==> src/rtl/muldiv_seq.sv <==
// MIPS multiply/divide sequencer with architectural HI/LO registers.
// 32-iteration shift-add multiply and restoring divide; stalls EX while busy.
module muldiv_seq (
    input  logic        clk,
    input  logic        rst,
    input  logic        start,
    input  logic [3:0]  mul_control,
    input  logic [31:0] op_a,
    input  logic [31:0] op_b,
    input  logic        hi_we,
    input  logic        lo_we,
    input  logic [31:0] wdata,
    input  logic        hilo_rd,
    input  logic        flush,
    output logic [31:0] hi,
    output logic [31:0] lo,
    output logic        busy,
    output logic        done,
    output logic        stall
);

    typedef enum logic [1:0] {IDLE, CALC, FIX} state_t;

    state_t      state;
    logic [4:0]  cnt;
    logic        is_div;
    logic        neg_q;
    logic        neg_r;
    logic        b_zero;
    logic [31:0] opnd;
    logic [31:0] a_orig;
    logic [63:0] acc;

    logic        start_ok;
    logic        sgn;
    logic        a_neg;
    logic        b_neg;
    logic        op_div;
    logic [31:0] abs_a;
    logic [31:0] abs_b;
    logic [32:0] add_sum;
    logic [32:0] sub_diff;
    logic [63:0] prod;

    assign start_ok = start && (mul_control != 4'd0)
                    && ((mul_control & (mul_control - 4'd1)) == 4'd0);
    assign sgn    = mul_control[0] | mul_control[2];
    assign op_div = mul_control[2] | mul_control[3];
    assign a_neg  = sgn & op_a[31];
    assign b_neg  = sgn & op_b[31];
    assign abs_a  = a_neg ? -op_a : op_a;
    assign abs_b  = b_neg ? -op_b : op_b;

    // Multiply: acc = {partial product, remaining multiplier bits}
    assign add_sum = {1'b0, acc[63:32]} + (acc[0] ? {1'b0, opnd} : 33'd0);
    // Divide: acc = {partial remainder, quotient shift register}
    assign sub_diff = {acc[63:32], acc[31]} - {1'b0, opnd};
    assign prod     = neg_q ? -acc : acc;

    assign busy  = (state != IDLE);
    assign stall = busy & (start | hi_we | lo_we | hilo_rd);

    always_ff @(posedge clk) begin
        if (rst) begin
            state  <= IDLE;
            cnt    <= 5'd0;
            hi     <= 32'd0;
            lo     <= 32'd0;
            done   <= 1'b0;
            is_div <= 1'b0;
            neg_q  <= 1'b0;
            neg_r  <= 1'b0;
            b_zero <= 1'b0;
            opnd   <= 32'd0;
            a_orig <= 32'd0;
            acc    <= 64'd0;
        end else if (flush) begin
            state <= IDLE;
            cnt   <= 5'd0;
            done  <= 1'b0;
        end else begin
            done <= 1'b0;
            unique case (state)
                IDLE: begin
                    if (hi_we) hi <= wdata;
                    if (lo_we) lo <= wdata;
                    if (start_ok) begin
                        state  <= CALC;
                        cnt    <= 5'd0;
                        is_div <= op_div;
                        neg_q  <= a_neg ^ b_neg;
                        neg_r  <= a_neg;
                        b_zero <= (op_b == 32'd0);
                        a_orig <= op_a;
                        if (op_div) begin
                            opnd <= abs_b;
                            acc  <= {32'd0, abs_a};
                        end else begin
                            opnd <= abs_a;
                            acc  <= {32'd0, abs_b};
                        end
                    end
                end
                CALC: begin
                    cnt <= cnt + 5'd1;
                    if (is_div) begin
                        if (!sub_diff[32])
                            acc <= {sub_diff[31:0], acc[30:0], 1'b1};
                        else
                            acc <= {acc[62:0], 1'b0};
                    end else begin
                        acc <= {add_sum, acc[31:1]};
                    end
                    if (cnt == 5'd31) state <= FIX;
                end
                FIX: begin
                    state <= IDLE;
                    done  <= 1'b1;
                    if (is_div) begin
                        if (b_zero) begin
                            hi <= a_orig;
                            lo <= 32'hFFFF_FFFF;
                        end else begin
                            lo <= neg_q ? -acc[31:0] : acc[31:0];
                            hi <= neg_r ? -acc[63:32] : acc[63:32];
                        end
                    end else begin
                        hi <= prod[63:32];
                        lo <= prod[31:0];
                    end
                end
                default: state <= IDLE;
            endcase
        end
    end

endmodule

==> config.mk <==
export PLATFORM = sky130hd
export DESIGN_NAME = muldiv_seq
export DESIGN_NICKNAME = d
export VERILOG_FILES = /design/src/rtl/muldiv_seq.sv
export SDC_FILE = /design/constraint.sdc
export NUM_CORES = 1
export LEC_CHECK = 0
export CORE_ASPECT_RATIO = 1.2
export CORE_MARGIN = 3
export CORE_UTILIZATION = 48
export CTS_CLUSTER_DIAMETER = 80
export DETAILED_ROUTE_END_ITERATION = 10
export PLACE_DENSITY = 0.69
export SKIP_LAST_GASP = 1
export SLEW_MARGIN = 10
export SYNTH_ARGS = -nofsm -noshare
export SYNTH_HDL_FRONTEND = slang
export SYNTH_SLANG_ARGS = --single-unit
==> constraint.sdc <==
create_clock -name clk -period 6.3 [get_ports clk]
set_input_delay 1.26 -clock clk [delete_from_list [all_inputs] [get_ports clk]]
set_output_delay 1.26 -clock clk [all_outputs]
set_load 0.01 [all_outputs]
==> run metrics <==
Synth top area share 24.1%; routability cong. 0.996; instance count of the mapped netlist between 2000 and 2500; final worst slack roughly 2.1 ns; EDFF count, synth 0; initial DRC count 1940; DR DRC count 0; row cnt 74; Max Cap Violations 0; Antenna Nets Post-Route 0; fmax 0.235 GHz; routed vias 18400; fraction of layout instances using a drive strength above 1 approximately 4.8%; hold_ws 0.451 ns; Pwr per Cell Area about 200 mW/mm^2; Max FO, Critical Path 40; ys async rst share 0%; Mapped Area roughly 0.017 mm^2; die footprint 0.0375 mm^2; final setup fails 0; syn_nets 2531; routed length per instance 24.6 um; clock buffer depth 3; # port buffers 173; syn avg cell area about 7.2 um^2; clock sink count a little over 200; Setup CP Type flop to flop; GR Overflow Total 0; unrepaired setup endpoints after global routing no; CTS tree yes; Layout Nets 2579; critical path capture point type flop; Synth area leader dfxtp_1; Post-synth top flop dfxtp_1; Worst IR Drop VDD roughly 0.22 mV; worst reg2reg path depth 12; Yosys cell types 82; Hold Vio Cnt, Final 0; Place WS roughly 1.8 ns; Post-synth top cells nand2_1 (337), a21oi_1 (249), dfxtp_1 (204); initial antenna violation count 1; cts hold-fix bufs 0; Synth area leaders dfxtp_1 (24%), nand2_1 (7.5%), a21oi_1 (7.4%); core footprint 0.0344 mm^2; Yosys reg bits 204; critical path required time 6.76 ns; count of pins over their slew limit 0; max_slew headroom 23.8%; overall power ~3.9 mW; Layout Skew 0.0566 ns; Inserted Clock Buffers 24; final WL 70700 um; worst slew pin tran 1.14 ns; hpwl dp 54400 um; hold depth 1; min Tclk post-route 4.25 ns; Root Buffer clkbuf_16; Area Overhead vs Synth 16.0%; Die Span X 177 um; Vias/cell around 6.4; post-cts sizing count 0; TNS Setup 0 ns; IO Count 174; Hold WC Path Type flop to flop; H-Tree Depth 1; most frequent cell after synthesis nand2_1; CTS clk-pin slew, worst paths approximately 0.060 ns; fin util a little under three fifths; # Post-CTS Setup Buffers 0; number of global-route vias before repair roughly 17000; leakage power total 7.59 nW; first-pass GRT wire length 105000 um; register area share after synthesis 24.1%; Initial Util between 40% and 50%; yosys warns 0; Die Height approximately 210 um; largest net degree at the start of global routing 87; Tot GR Track Use a little over a third; outcome completed; startpoint types flop; worst skew pair latency 0.58 ns; CP Data Arrival Time 4.70 ns; Detailed Routing Iterations Pass 1 6; Tcrit/Tclk final roughly two thirds
-- worst max-delay path, cell delays in order (launching register included) --
cell and delay, ns:
dfxtp_1 0.58, inv_1 0.32, fa_1 0.49, nand2b_1 0.22
a21o_1 0.23, a211oi_1 0.48, o21ai_0 0.19, nand3_1 0.25
xor2_4 0.19, buf_4 0.52, nand2_1 0.22, a311o_1 0.34
a21oi_1 0.13
-- placed cells by master, fill, tap and decap left out, types with 37 or more instances in the layout --
cell               n
a21oi_1          249
clkdlybuf4s50_1  172
dfxtp_1          202
ha_1              70
inv_1             68
mux2i_1           70
nand2_1          337
nand3_1           46
nor2_1           200
nor3_1            37
o211ai_1          80
o21ai_0          154
o221ai_1          41
xnor2_1          108
xor2_1            88
-- cells by family after synthesis --
group,count (synthesis),share of synthesized area [%]
flip-flops,204,24.1
buffers and inverters,254,5.92
AO/OA/AOI/OAI,767,28.8
AND/OR/NAND/NOR,779,20.8
adder cells (fa/ha/maj),72,5.41
XOR/XNOR,197,10.2
multiplexers,79,4.74
-- registers in the layout, indices dropped and copies added (netlist names) --
signal and cells:
acc 64, a_orig 32, hi 32, lo 32
opnd 32, cnt 5, state 2, b_zero 1
done 1, is_div 1, neg_q 1, neg_r 1
-- final timing paths --
kind / startpoint / to / slack [ns]
worst max-delay path: acc[32]$_SDFFE_PP0P_ / acc[0]$_SDFFE_PP0P_ / 2.05
worst min-delay path: hi[13]$_SDFFE_PP0P_ / hi[13]$_SDFFE_PP0P_ / 0.45
worst max register to register: acc[32]$_SDFFE_PP0P_ / acc[0]$_SDFFE_PP0P_ / 2.05
worst min register to register: hi[13]$_SDFFE_PP0P_ / hi[13]$_SDFFE_PP0P_ / 0.45
-- routing by layer --
metal	vias to the layer above	wire length [um]	GRT usage, %
met3	167	5630	5.17
met1	8812	28900	47.9
met5	-	0	0
met4	0	4080	17.3
met2	850	32100	59.0
li1	8552	-	-
-- where the power goes --
group          switching (mW)  internal, mW
logic                   0.592         0.372
clock network           0.621         0.879
registers              0.0646          1.34
-- per-stage QoR --
step / cells / instance area [um^2]
6_report: 2874 / 19600
5_1_grt: 2873 / 19600
4_1_cts: 2873 / 19600
3_5_place_dp: 2830 / 18800
3_3_place_gp: 2830 / 18800
2_1_floorplan: 2352 / 16900
-- cell type report --
| type | count | area (um^2) |
|---|---|---|
| Fill cell | 3296 | 14800 |
| Multi-Input combinational cell | 1894 | 11900 |
| Sequential cell | 204 | 4090 |
| Timing Repair Buffer | 206 | 1980 |
| Clock buffer | 34 | 718 |
| Tap cell | 456 | 571 |
| Inverter | 70 | 263 |
| Clock inverter | 9 | 118 |
| Antenna cell | 1 | 2.50 |
(Power assumes the default switching activity.)
==> patch 1: new RTL, config.mk and constraints unchanged <==
The 3 states of `state_t` get a one-hot encoding in 3 bits.
--- a/src/rtl/muldiv_seq.sv
+++ b/src/rtl/muldiv_seq.sv
@@ -20,5 +20,5 @@
 );
 
-    typedef enum logic [1:0] {IDLE, CALC, FIX} state_t;
+    typedef enum logic [2:0] {IDLE = 3'b001, CALC = 3'b010, FIX = 3'b100} state_t;
 
     state_t      state;
Behaviour: no difference found for any inputs over 4 cycles, from zero or initial values and one cycle with rst high; so few cycles prove little.
==> patch 1 against the unedited design <==
- routed wire length shrank 1.9%
- sequential cell count grew 1
- area after synthesis grew 0.58%
- clock skew shrank 32 ps
- synthesized cell count shrank 0.13%
- fmax shrank 9.1%
- core utilization is essentially flat
- setup slack lost 420 ps
- final area grew 0.18%
- total power shrank 1.3%
- hold slack gained 4.8 ps
- critical path type unchanged
==> patch 1: results (changes against the unedited design) <==
STATUS='complete, no violations'
GRT_FIRST_PASS_WIRELENGTH_UM=103000  # -2.1%
LEAKAGEPOWER_nW=7.35  # -3.2%
YS_SEQ_AREA_SHARE_PCT=24.1  # about the same
TIMING.CRITICAL_PATH.ARRIVAL_PS=5100  # +400 ps
WORST_SKEW_PAIR.LATE_LATENCY_PS=570
VDD_DROP_MAX_V=0.000215  # -2.0%
TIMING.SLEW.HEADROOM_PCT=21.7  # -2.1 points
DR.PASS1.ITERS=7  # +1
SYNTHADDERAREAFRAC_PCT=5.38  # -0.031 points
NUM_ANTENNA_CELLS=0  # -1
CTS_INSERTED_BUFFERS=25  # +4.2%
FRACTION_OF_FINAL_LAYOUT_CELLS_SIZED_BEYOND_DRIVE_STRENGTH_1_PCT=5.19  # +0.39 points
WIRE_PER_INST_UM=24.2  # -1.5%
SYNTH_NETS=2528  # -0.12%
GRTUSAGETOTAL_PCT=35.2  # -1.2 points
DRT-INITIAL-DRC-COUNT=1971  # +1.6%
GRT.MET3_USAGE_PCT=4.98  # -0.18 points
MAX_STAGE_DELAY_PS=880  # +300 ps
CRITPATHMAXFANOUT=31  # -23%
DR_TOTAL_VIAS=18555  # +0.95%
USE_MET1_PCT=45.4  # -2.4 points
GRT_MAX_DEGREE=89  # +2.3%
SYNTH_MUX_AREA_SHARE_PCT=3.96  # -0.78 points
NETLIST-CELL-TYPE-COUNT=88  # +7.3%
POST_SYNTHESIS_COMPOUND_GATE_AREA_FRACTION_PCT=28.6  # -0.25 points
SKEW_PS=24.5  # -32.1 ps
POST-DP-HPWL_UM=52600  # -3.4%
ANTENNA_FOUND_INITIAL=0  # -1
POST_LAYOUT_NET_COUNT=2567  # -0.47%
XOR_XNOR_SHARE_OF_THE_SYNTHESIZED_AREA_PCT=9.68  # -0.52 points
## patch 1: cell count changes after synthesis, moves of 11 or more
cell	before	now
a211oi_1	29	42
o21ai_0	156	129
clkbuf_1	162	151
o211ai_1	80	49
and3_1	22	11
nor3_1	37	73
nand2_1	337	272
o221ai_1	41	18
nor4_1	16	27
nor2_1	203	238
mux2i_1	70	56
## patch 1: cells by family (layout without fill, tap and decap cells)
logic type / after synthesis / after routing
buffers and inverters: 260 / 318
AND/OR/NAND/NOR: 805 / 805
XOR/XNOR: 188 / 188
AO/OA/AOI/OAI: 753 / 753
adder cells (fa/ha/maj): 72 / 72
multiplexers: 66 / 66
flip-flops: 205 / 205
## patch 1: where the power goes
part           leakage [nW]  internal, mW  switching (mW)
Clock                 0.418         0.880           0.643
Combinational          5.26         0.349           0.558
Sequential             1.67          1.34          0.0478
Total                  7.35          2.57            1.25
## patch 1: final timing paths
| kind | from | endpoint | slack (ps) | cells after the start |
|---|---|---|---|---|
| max | acc[0]$_SDFFE_PP0P_ | acc[59]$_SDFFE_PP0P_ | 1630 | 12 |
| max reg2reg | acc[0]$_SDFFE_PP0P_ | acc[59]$_SDFFE_PP0P_ | 1630 | 12 |
| min | opnd[15]$_SDFFE_PP0P_ | opnd[15]$_SDFFE_PP0P_ | 460 | 2 |
| min reg2reg | opnd[15]$_SDFFE_PP0P_ | opnd[15]$_SDFFE_PP0P_ | 460 | 2 |
## patch 1: per-stage QoR
step	worst slack, ps	cells	instance area, µm²	power [mW]
2_1_floorplan	2800	2349	17000	1.96
3_3_place_gp	1700	2817	18800	2.29
3_5_place_dp	1640	2817	18800	2.30
4_1_cts	1710	2863	19700	3.80
5_1_grt	1490	2863	19700	3.94
6_report	1630	2863	19700	3.82
## patch 1: worst register-to-register path, stage by stage, from the launching register on
cell       delay [ps]
dfxtp_1           400
inv_1             880
nor2_1            110
ha_1              370
nor2b_1           160
o31ai_1           620
a21oi_1           210
or3_1             490
o21a_1            310
a41oi_1           400
mux2_2            380
o2111ai_1         100
a21oi_1           100
## patch 1: routing by layer
layer  up-vias  routed length (µm)
met5         -                   0
met4         0                4370
met3       201                5700
met2       943               32000
met1      8801               27400
li1       8610                   -
## patch 1: area by class of cell
cell class                 instances  area [µm²]
clock buffer                      32         702
clock inverter                    14         154
multi-input combinational       1884       11900
tap                              456         571
inverter                          74         278
fill                            3344       14900
timing repair buffer             198        1920
sequential                       205        4110
==> patch 2: new RTL, same settings <==
Without the edit above. Reset style: asynchronous (`rst`), changed in one clocked block.
--- a/src/rtl/muldiv_seq.sv
+++ b/src/rtl/muldiv_seq.sv
@@ -61,5 +61,5 @@
     assign stall = busy & (start | hi_we | lo_we | hilo_rd);
 
-    always_ff @(posedge clk) begin
+    always_ff @(posedge clk or posedge rst) begin
         if (rst) begin
             state  <= IDLE;
Formal check against the unedited RTL: differs if rst is asserted again (counterexample within 4 cycles, from zero or initial values and one cycle with rst high); with rst held inactive, the same outputs for 4 cycles.
==> patch 2 against the unedited design <==
- core utilization is 0.36 points higher
- area after synthesis is 0.18% higher
- sequential cell count stayed put
- routed wire length is 12% lower
- critical path depth is 1 higher
- final area is 0.63% higher
- final cell count is 3.5% lower
- setup slack worse by 240 ps
Power is not compared: it rests on default switching activity, and its combinational part moved more than twofold at a synthesized area within 25%.
==> patch 2: results (changes against the unedited design) <==
NETLIST-CELL-TYPE-COUNT=83  # +1.2%
ACHIEVABLE-FREQUENCY_MHz=223  # -5.3%
SIGNAL_BUFFER_AREA_FRACTION_PCT=10.0  # -0.063 points
DR.PASS1.ITERS=5  # -1
GRT_FIRST_PASS_WIRELENGTH_UM=93900  # -11%
FILL_CELLS=3211  # -2.6%
USE_MET1_PCT=42.3  # -5.6 points
UTILIZATION_PCT=57.3  # +0.36 points
PLACED_AREA_UM2=18900  # +0.37%
POST_LAYOUT_NET_COUNT=2476  # -4.0%
POST_SYNTH_MOST_FREQUENT_CELLS='nand2_1, o21ai_0, nor2_1, dfrtp_1, a21oi_1'
CLOCK_CELL_AREA_SHARE_PCT=4.50  # +0.25 points
FRACTION_OF_FINAL_LAYOUT_CELLS_SIZED_BEYOND_DRIVE_STRENGTH_1_PCT=5.18  # +0.38 points
SYNTH_NETS=2400  # -5.2%
POSTROUTEWIRELENGTH_UM=62200  # -12%
POSTSYNTHCELLCOUNT=2221  # -5.6%
ANTENNA_FOUND_INITIAL=0  # -1
STATUS='complete, no violations'
SYNTH_AREA_LEADERS='dfrtp_1, nand2_1, o21ai_0'
TIMING.HOLD.WS_PS=480  # +29.2 ps
LAYOUT.NON_CLOCK_BUFFERS=204  # -0.97%
POST-DP-HPWL_UM=48000  # -12%
GRTUSAGETOTAL_PCT=32.1  # -4.3 points
LAYOUT.AREA.SEQ_UM2=5110  # +25%
NON_CLOCK_INVERTER_COUNT=60  # -14%
MET2ROUTEDLENGTH_UM=28400  # -11%
YS_SEQ_AREA_SHARE_PCT=30.1  # +6.0 points
WL_MET1_UM=25500  # -12%
SETUP.WORST_PATH.START='acc[47]$_DFFE_PP0P_'
SKEW_PS=19.0  # -37.7 ps
PATH_DELAY_FAMILY='simple AND/OR/NAND/NOR gates'
ASR_FLOP_RATIO_SYNTH_PCT=100  # +100 points
GRT.MET3_USAGE_PCT=3.98  # -1.2 points
CRIT_PATH_TOP_DELAY_CELL='dfrtp_1'
MULTI_INPUT_AREA_SHARE_PCT=55.6  # -5.0 points
TIMING.CRITICAL_PATH.ARRIVAL_PS=4870  # +170 ps
MULTI_INPUT_COMB_CELLS=1803  # -4.8%
WORST_SKEW_PAIR.LATE_LATENCY_PS=550  # -30 ps
GRT_MAX_DEGREE=135  # +55%
WIRE_PER_INST_UM=22.4  # -8.8%
==> patch 2: cell types whose count changed in the layout (fill, tap and decap cells not counted), sizes merged, moves of 15 or more <==
cell,before,now
a211oi,29,14
a21o,36,21
a21oi,249,163
dfrtp,0,204
dfxtp,204,0
o211ai,80,25
o21ai,161,247
o221ai,41,11
o22ai,12,37
xor2,89,72
==> patch 2: logic make-up after synthesis <==
| group | share of synthesized area (%) |
|---|---|
| AOI/OAI and AO/OA | 23.8 |
| xor gates and xnor gates | 9.15 |
| adders and majority gates | 5.40 |
| buffers and inverters | 5.38 |
| DFF | 30.1 |
| muxes | 4.11 |
| and+or+nand+nor | 22.0 |
==> patch 2: worst paths after layout <==
check	end	cells after the start
min in group asynchronous	hi[31]$_DFFE_PP0P_	3
max in group asynchronous	is_div$_DFFE_PP0P_	3
setup / recovery	acc[46]$_DFFE_PP0P_	13
setup reg to reg	acc[46]$_DFFE_PP0P_	13
hold reg to reg	lo[2]$_DFFE_PP0P_	2
hold / removal	lo[2]$_DFFE_PP0P_	2
